`src/rtl/ram_scanner_if.sv`:
```
// ram_scanner_if: control, RAM read-port and display bundle for ram_scanner.
//   start/stop/byte_sel : requester -> scanner (levels, sampled each cycle)
//   ram_addr            : scanner -> RAM addra
//   ram_dout            : RAM douta -> scanner (1-cycle read latency)
//   word_out/valid      : captured word and its one-cycle update pulse
//   led                 : byte lane of word_out chosen by byte_sel
//   busy/done           : scan in progress / scan finished
interface ram_scanner_if #(
    parameter int unsigned ADDR_W = 6,
    parameter int unsigned DATA_W = 32
);
    logic              start;
    logic              stop;
    logic [1:0]        byte_sel;
    logic [ADDR_W-1:0] ram_addr;
    logic [DATA_W-1:0] ram_dout;
    logic [DATA_W-1:0] word_out;
    logic              valid;
    logic [7:0]        led;
    logic              busy;
    logic              done;

    // Scanner side.
    modport master (
        input  start, stop, byte_sel, ram_dout,
        output ram_addr, word_out, valid, led, busy, done
    );

    // Requester / RAM side.
    modport slave (
        output start, stop, byte_sel, ram_dout,
        input  ram_addr, word_out, valid, led, busy, done
    );
endinterface

```
`src/rtl/ram_scanner.sv`:
```
// ram_scanner: walks FIRST_ADDR..LAST_ADDR of a 1-cycle-latency block RAM,
// captures each word and holds it on word_out for DWELL cycles, optionally
// wrapping. One byte lane of the held word is shown on the LEDs.
//   clk_i : system clock, rising edge
//   rst_i : synchronous reset, active-high
//   bus   : ram_scanner_if.master (control in, RAM address out, data in,
//           word_out/valid/led/busy/done out)
module ram_scanner #(
    parameter int unsigned ADDR_W     = 6,
    parameter int unsigned DATA_W     = 32,
    parameter int unsigned DWELL      = 50000000,
    parameter int unsigned FIRST_ADDR = 0,
    parameter int unsigned LAST_ADDR  = 63,
    parameter bit          WRAP       = 1'b0
) (
    input  logic          clk_i,
    input  logic          rst_i,
    ram_scanner_if.master bus
);
    localparam int unsigned       CNT_W    = (DWELL > 1) ? $clog2(DWELL) : 1;
    localparam logic [ADDR_W-1:0] FIRST    = ADDR_W'(FIRST_ADDR);
    localparam logic [ADDR_W-1:0] LAST     = ADDR_W'(LAST_ADDR);
    localparam logic [CNT_W-1:0]  CNT_LOAD = CNT_W'(DWELL - 1);

    typedef enum logic [2:0] {
        S_IDLE,
        S_ADDR,
        S_WAIT,
        S_HOLD,
        S_DONE
    } state_t;

    state_t            state_q;
    logic [ADDR_W-1:0] addr_q;
    logic [ADDR_W-1:0] addr_d;
    logic [CNT_W-1:0]  cnt_q;
    logic [DATA_W-1:0] word_q;
    logic              valid_q;
    logic              busy_q;
    logic              done_q;
    logic [7:0]        led_c;

    // Next scan address; LAST only reaches FIRST again, never beyond.
    always_comb begin
        addr_d = (addr_q == LAST) ? FIRST : addr_q + ADDR_W'(1);
    end

    // Scan sequencer with registered outputs.
    always_ff @(posedge clk_i) begin
        if (rst_i) begin
            state_q <= S_IDLE;
            addr_q  <= FIRST;
            cnt_q   <= '0;
            word_q  <= '0;
            valid_q <= 1'b0;
            busy_q  <= 1'b0;
            done_q  <= 1'b0;
        end else begin
            valid_q <= 1'b0;
            if (bus.stop) begin
                // Abort wins over everything, including a capture this edge.
                state_q <= S_IDLE;
                cnt_q   <= '0;
                busy_q  <= 1'b0;
                done_q  <= 1'b0;
            end else begin
                case (state_q)
                    S_IDLE, S_DONE: begin
                        if (bus.start) begin
                            addr_q  <= FIRST;
                            state_q <= S_ADDR;
                            busy_q  <= 1'b1;
                            done_q  <= 1'b0;
                        end
                    end
                    S_ADDR: begin
                        state_q <= S_WAIT;
                    end
                    S_WAIT: begin
                        word_q  <= bus.ram_dout;
                        valid_q <= 1'b1;
                        cnt_q   <= CNT_LOAD;
                        state_q <= S_HOLD;
                    end
                    S_HOLD: begin
                        if (cnt_q == '0) begin
                            if ((addr_q != LAST) || WRAP) begin
                                addr_q  <= addr_d;
                                state_q <= S_ADDR;
                            end else begin
                                state_q <= S_DONE;
                                busy_q  <= 1'b0;
                                done_q  <= 1'b1;
                            end
                        end else begin
                            cnt_q <= cnt_q - CNT_W'(1);
                        end
                    end
                    default: begin
                        state_q <= S_IDLE;
                        busy_q  <= 1'b0;
                        done_q  <= 1'b0;
                    end
                endcase
            end
        end
    end

    // LED byte lane of the held word.
    always_comb begin
        case (bus.byte_sel)
            2'd0:    led_c = word_q[7:0];
            2'd1:    led_c = word_q[15:8];
            2'd2:    led_c = word_q[23:16];
            default: led_c = word_q[31:24];
        endcase
    end

    assign bus.ram_addr = addr_q;
    assign bus.word_out = word_q;
    assign bus.valid    = valid_q;
    assign bus.busy     = busy_q;
    assign bus.done     = done_q;
    assign bus.led      = led_c;
endmodule

```
`src/flat_wrapper.sv`:
```
// flat-port wrapper written by rule: the top's interface ports become plain ports
module ram_scanner_flat 
#(
    parameter int unsigned ADDR_W     = 6,
    parameter int unsigned DATA_W     = 32,
    parameter int unsigned DWELL      = 50000000,
    parameter int unsigned FIRST_ADDR = 0,
    parameter int unsigned LAST_ADDR  = 63,
    parameter bit          WRAP       = 1'b0
)
  (clk_i, rst_i, bus_start, bus_stop, bus_byte_sel, bus_ram_dout, bus_ram_addr, bus_word_out, bus_valid, bus_led, bus_busy, bus_done);
  ram_scanner_if #(.ADDR_W(ADDR_W), .DATA_W(DATA_W)) bus_i ();
  input  logic clk_i;
  input  logic rst_i;
  input wire logic [$bits(bus_i.start)-1:0] bus_start;
  input wire logic [$bits(bus_i.stop)-1:0] bus_stop;
  input wire logic [$bits(bus_i.byte_sel)-1:0] bus_byte_sel;
  input wire logic [$bits(bus_i.ram_dout)-1:0] bus_ram_dout;
  output wire logic [$bits(bus_i.ram_addr)-1:0] bus_ram_addr;
  output wire logic [$bits(bus_i.word_out)-1:0] bus_word_out;
  output wire logic [$bits(bus_i.valid)-1:0] bus_valid;
  output wire logic [$bits(bus_i.led)-1:0] bus_led;
  output wire logic [$bits(bus_i.busy)-1:0] bus_busy;
  output wire logic [$bits(bus_i.done)-1:0] bus_done;
  assign bus_i.start = bus_start;
  assign bus_i.stop = bus_stop;
  assign bus_i.byte_sel = bus_byte_sel;
  assign bus_i.ram_dout = bus_ram_dout;
  assign bus_ram_addr = bus_i.ram_addr;
  assign bus_word_out = bus_i.word_out;
  assign bus_valid = bus_i.valid;
  assign bus_led = bus_i.led;
  assign bus_busy = bus_i.busy;
  assign bus_done = bus_i.done;
  ram_scanner #(.ADDR_W(ADDR_W), .DATA_W(DATA_W), .DWELL(DWELL), .FIRST_ADDR(FIRST_ADDR), .LAST_ADDR(LAST_ADDR), .WRAP(WRAP)) u_core (.clk_i(clk_i), .rst_i(rst_i), .bus(bus_i));
endmodule
```
`config.mk`:
```
export PLATFORM = sky130hd
export DESIGN_NAME = ram_scanner_flat
export DESIGN_NICKNAME = d
export VERILOG_FILES = /design/src/rtl/ram_scanner_if.sv /design/src/rtl/ram_scanner.sv /design/src/flat_wrapper.sv
export SDC_FILE = /design/constraint.sdc
export NUM_CORES = 1
export LEC_CHECK = 0
export CAP_MARGIN = 5
export CORE_MARGIN = 10
export CORE_UTILIZATION = 49
export DETAILED_ROUTE_END_ITERATION = 10
export PLACE_DENSITY = 0.76
export SYNTH_ARGS = -nofsm -noshare
export SYNTH_HDL_FRONTEND = slang
export SYNTH_SLANG_ARGS = --single-unit
```
`constraint.sdc`:
```
create_clock -name clk_i -period 2.98 [get_ports clk_i]
set_input_delay 0.745 -clock clk_i [delete_from_list [all_inputs] [get_ports clk_i]]
set_output_delay 0.745 -clock clk_i [all_outputs]
set_load 0.05 [all_outputs]
```
* Word-level counts from Yosys, hierarchy flattened
Index checks and enable logic that the tools add are counted.
Operators by class: add/sub/neg operators 2, equality and inequality tests 13, multiplexer cells 21, bitwise operators 2, reduce and logical (&&, ||, !) cells 13
Operators with widths (number):
- 26-bit one-hot mux with 2 select lines | 1
- 26-bit zero test | 1
- 26-bit 2-to-1 mux | 1
- 26-bit by 1-bit subtractor with 26-bit output (second input constant) | 1
- 6-bit 2-to-1 mux | 4
- 8-bit one-hot mux with 3 select lines | 1
- 3-bit one-hot mux with 4 select lines | 1
- 6-bit one-hot mux with 2 select lines | 1
- 3-bit 2-to-1 mux | 3
- 1-bit 2-to-1 mux | 7
- 6-bit by 1-bit adder with 6-bit output (second input constant) | 1
- 3-bit by 2-bit == test with 1-bit output (second input constant) | 2
- 6-bit == test (second input constant) | 1
- 2-bit != test (second input constant) | 3
- 6-bit != test (second input constant) | 1
- 1-bit one-hot mux with 3 select lines | 2
- 2-bit AND reduction | 3
- 2-bit OR reduction | 3
- 5-bit AND reduction | 1
- 2-bit by 1-bit != test with 1-bit output (second input constant) | 2
- 4-bit AND reduction | 1
- 2-bit nonzero test | 2
- 3-bit by 1-bit == test with 1-bit output (second input constant) | 1
- 3-bit == test (second input constant) | 1
- 5 further kinds | 6
Word-level totals: logic and storage cells 58, input port bits 38, flip-flop bits (word level) 70, output and inout bits 49

* Logic depth before layout (Yosys ltp)
depth in word-level cells 5, gate-level depth with buffers 8, mapped depth without buffers 7

* Worst setup path after synthesis
Ideal clock, no wire load.
path kind input to output, from in bus_byte_sel[0], to out bus_led[0], cell stages on the path 2, buffers on the path 1, setup slack 0.346 ns, data required time 2.235 ns, arrival 1.889 ns, path through clkbuf_1 mux4_2
Between the ends: word-level cells in the longest chain between the ends 2, elaborated cells between the ends (all ways) 4, classes of those cells eq/ne (2); mux (1); reduce/logical (1)
Ends and longest elaborated chain:
- start, declared | line flat_wrapper.sv:17 | input wire logic [$bits(bus_i.byte_sel)-1:0] bus_byte_sel;
- 2-bit == test, or another cell as far along | line ram_scanner.sv:111 | case (bus.byte_sel)
- 8-bit one-hot mux with 3 select lines * | line ram_scanner.sv:111
- end, declared | line flat_wrapper.sv:22 | output wire logic [$bits(bus_i.led)-1:0] bus_led;
Every way passes the cells marked *; elsewhere a longest branch is shown, timed or not.

* Worst setup path after layout
from in bus_byte_sel[0], to out bus_led[6]
Same word-level chain as after synthesis.

==> summary.txt <==
status -> completed
total CTS buffers -> 9
Synth async-reset ratio -> 0%
WP data required -> 2.24 ns
drt total wl -> 10460 um
met3 Use GR -> 4.027%
minimum clock period -> 2.856 ns
Hold Path Class -> register to register
Slew headroom -> 54.74%
EDFF count, synth -> 0
antenna violations before repair -> 0
layout cells sized above 1 -> 11.98%
vias in the first global route -> 3069
share of the synthesized area in the top cell type -> 40.36%
hold path depth -> 2
Hold WS -> 0.4793 ns
Remaining Overflow, GRT -> 0
CP Class -> input pin to output port
clock buffer depth -> 2
Via density -> 5.782
IO Pins -> 87
Initial Util -> 50.82%
row cnt -> 30
Worst Setup Start Kind -> input pin
worst reg-to-reg path cell count -> 4
First-pass DRT Iterations -> 4
Hold Fails Final Rpt -> 0
GRT busiest layer -> met2
area delta synth->final -> 34.23%
Antenna Nets Post-Route -> 0
met2 global-route usage -> 28.74%
syn nets -> 451
CORE AREA -> 6832 um^2
CTS resizes -> 0
cell taking the most area after synthesis -> dfxtp_1
pin count of the biggest net entering global routing -> 39
CTS clk-pin slew, worst paths -> 0.08 ns
achievable frequency -> 0.3501 GHz
Critical Path Fanout Max -> 8
TritonCTS Sinks -> 70
port bufs -> 86
Final setup viols -> 0
Post-CTS Setup Inserts -> 0
top cells by area, synth -> dfxtp_1, nand2_1, a21oi_1, mux4_2, nor3_1
unrepaired setup endpoints after global routing -> no
Max IR drop VDD -> 264.5 uV
via count -> 3452
Slew Limit Fails -> 0
CP Capture Type -> output port
M1 GR Usage -> 24.85%
Synth Area per Inst -> 8.448 um^2
first-pass GRT wire length -> 16620 um
# DRC -> 0
PwrDens -> 476.4 nW/um^2
Mapped Area -> 3472 um^2
Worst-Skew Late Latency -> 0.35 ns
Hold Buf Count CTS -> 0
clock skew -> 0.01260 ns
average routed wire per standard cell -> 17.52 um
period utilization -> 95.85%
Yosys reg bits -> 70
drt initial violations -> 198
sequential area share after synthesis -> 40.36%
TritonCTS clock tree -> yes
Syn Inst Count -> 411
Nets -> 536
H-tree depth -> 3
Util after Layout -> 68.22%
setup TNS -> 0 ns
# Max-Cap Violations -> 0
ant diodes -> 0
Yosys cell types -> 61
Critical Path AT -> 2.11 ns
die area -> 10850 um^2
gpl congestion -> 0.8359
overall die height -> 104.2 um
clk root buf -> clkbuf_8
Detail Placement HPWL -> 7798 um
die width -> 104.2 um
number of synthesis warnings -> 0
main flop type after synthesis -> dfxtp_1
overall routing resource usage -> 18.51%
Least-Margin Pin Slew -> 0.6744 ns
Lkg Pwr -> 1.679 nW
[cell usage after synthesis, drive strengths merged, types with 2 or more instances]
cell,n
dfxtp,70
o31ai,3
ha,2
xnor2,7
mux4,8
a311oi,10
or4b,2
o21ai,12
o41ai,2
or2,2
or4,4
and2,15
a31oi,3
nor2,17
a211oi,3
mux2i,5
nor4b,2
nor3,21
nor4,6
buf,4
nand4,9
inv,9
nand2b,4
mux2,2
and3,4
nand3b,2
nor2b,4
a221oi,2
nand2,75
nand3,12
clkbuf,16
or3,7
a21oi,54
or3b,2
[kinds of logic (layout without fill, tap and decap cells)]
logic type	count (synthesis)	count (layout)	share of synthesized area (%)
AOI/OAI and AO/OA	96	96	16.79
muxes	15	15	7.279
adders and majority gates	2	2	0.7206
xor gates and xnor gates	7	7	1.766
buffers and inverters	29	119	3.315
and+or+nand+nor	192	192	29.77
DFF	70	70	40.36
[registers in the layout (all words and copies together), names as in the netlist]
name,cells
u_core.cnt_q,26
u_core.state_q,3
u_core.bus.ram_addr,6
u_core.bus.done,1
u_core.bus.word_out,32
u_core.bus.busy,1
u_core.bus.valid,1
[placed cells by master, fill, tap and decap left out, types with 4 or more instances in the layout]
cell type | Yosys | layout
mux2i_1 | 5 | 5
a21oi_1 | 54 | 54
and2_1 | 11 | 11
nand2b_1 | 4 | 4
nor2_1 | 17 | 16
or3_1 | 5 | 5
nand2_1 | 75 | 75
nor2b_1 | 4 | 4
nand4_1 | 9 | 9
nor3_1 | 20 | 20
a311oi_1 | 10 | 10
nand3_1 | 12 | 12
clkdlybuf4s50_1 | 0 | 78
dfxtp_1 | 70 | 70
o21ai_0 | 9 | 9
buf_4 | 1 | 15
inv_1 | 9 | 9
xnor2_1 | 7 | 7
mux4_2 | 8 | 8
clkbuf_8 | 0 | 12
[final timing paths]
check	start	end	slack, ns
setup reg to reg	u_core.state_q[0]$_SDFFE_PP0P_	u_core.bus.ram_addr[0]$_SDFFE_PP0P_	0.70
hold reg to reg	u_core.bus.word_out[5]$_SDFFE_PP0P_	u_core.bus.word_out[5]$_SDFFE_PP0P_	0.48
hold / removal	u_core.bus.word_out[5]$_SDFFE_PP0P_	u_core.bus.word_out[5]$_SDFFE_PP0P_	0.48
setup / recovery	bus_byte_sel[0]	bus_led[6]	0.12
[worst max-delay path, cell delays in order]
cell	delay, ns
clkdlybuf4s50_1	0.51
buf_12	0.15
mux4_2	0.50
buf_4	0.21
[per-layer routing]
layer	share of wire (%)	wire length, um
met3	6.4	672
met5	0	0
met4	1.4	146
met2	46	4772
met1	47	4867
[metrics by stage]
| stage | cell area [um^2] | worst slack [ns] | cells | total power [mW] |
|---|---|---|---|---|
| after global routing | 4661 | 0.07905 | 597 | 2.298 |
| after detailed placement | 4427 | 0.1264 | 581 | 1.347 |
| after CTS | 4661 | 0.1175 | 597 | 2.228 |
| after floorplan | 3472 | 0.3459 | 411 | 1.215 |
| after global placement | 4427 | 0.1416 | 581 | 1.342 |
| final | 4661 | 0.1237 | 597 | 2.221 |
[layout make-up]
type / count / area [um^2]
Sequential cell: 70 / 1401
Clock buffer: 13 / 168.9
Clock inverter: 3 / 65.06
Multi-Input combinational cell: 312 / 1958
Inverter: 9 / 33.78
Timing Repair Buffer: 94 / 913.4
Fill cell: 589 / 2171
Tap cell: 96 / 120.1
[where the power goes]
part           switching (mW)  total [mW]  leakage [nW]  internal [mW]
Clock                   0.349       0.888         0.120          0.539
Combinational           0.203       0.353         0.994          0.149
Sequential             0.0253       0.979         0.565          0.954
Total                   0.578        2.22          1.68           1.64
Note: power is estimated with default switching activity, not from simulation.
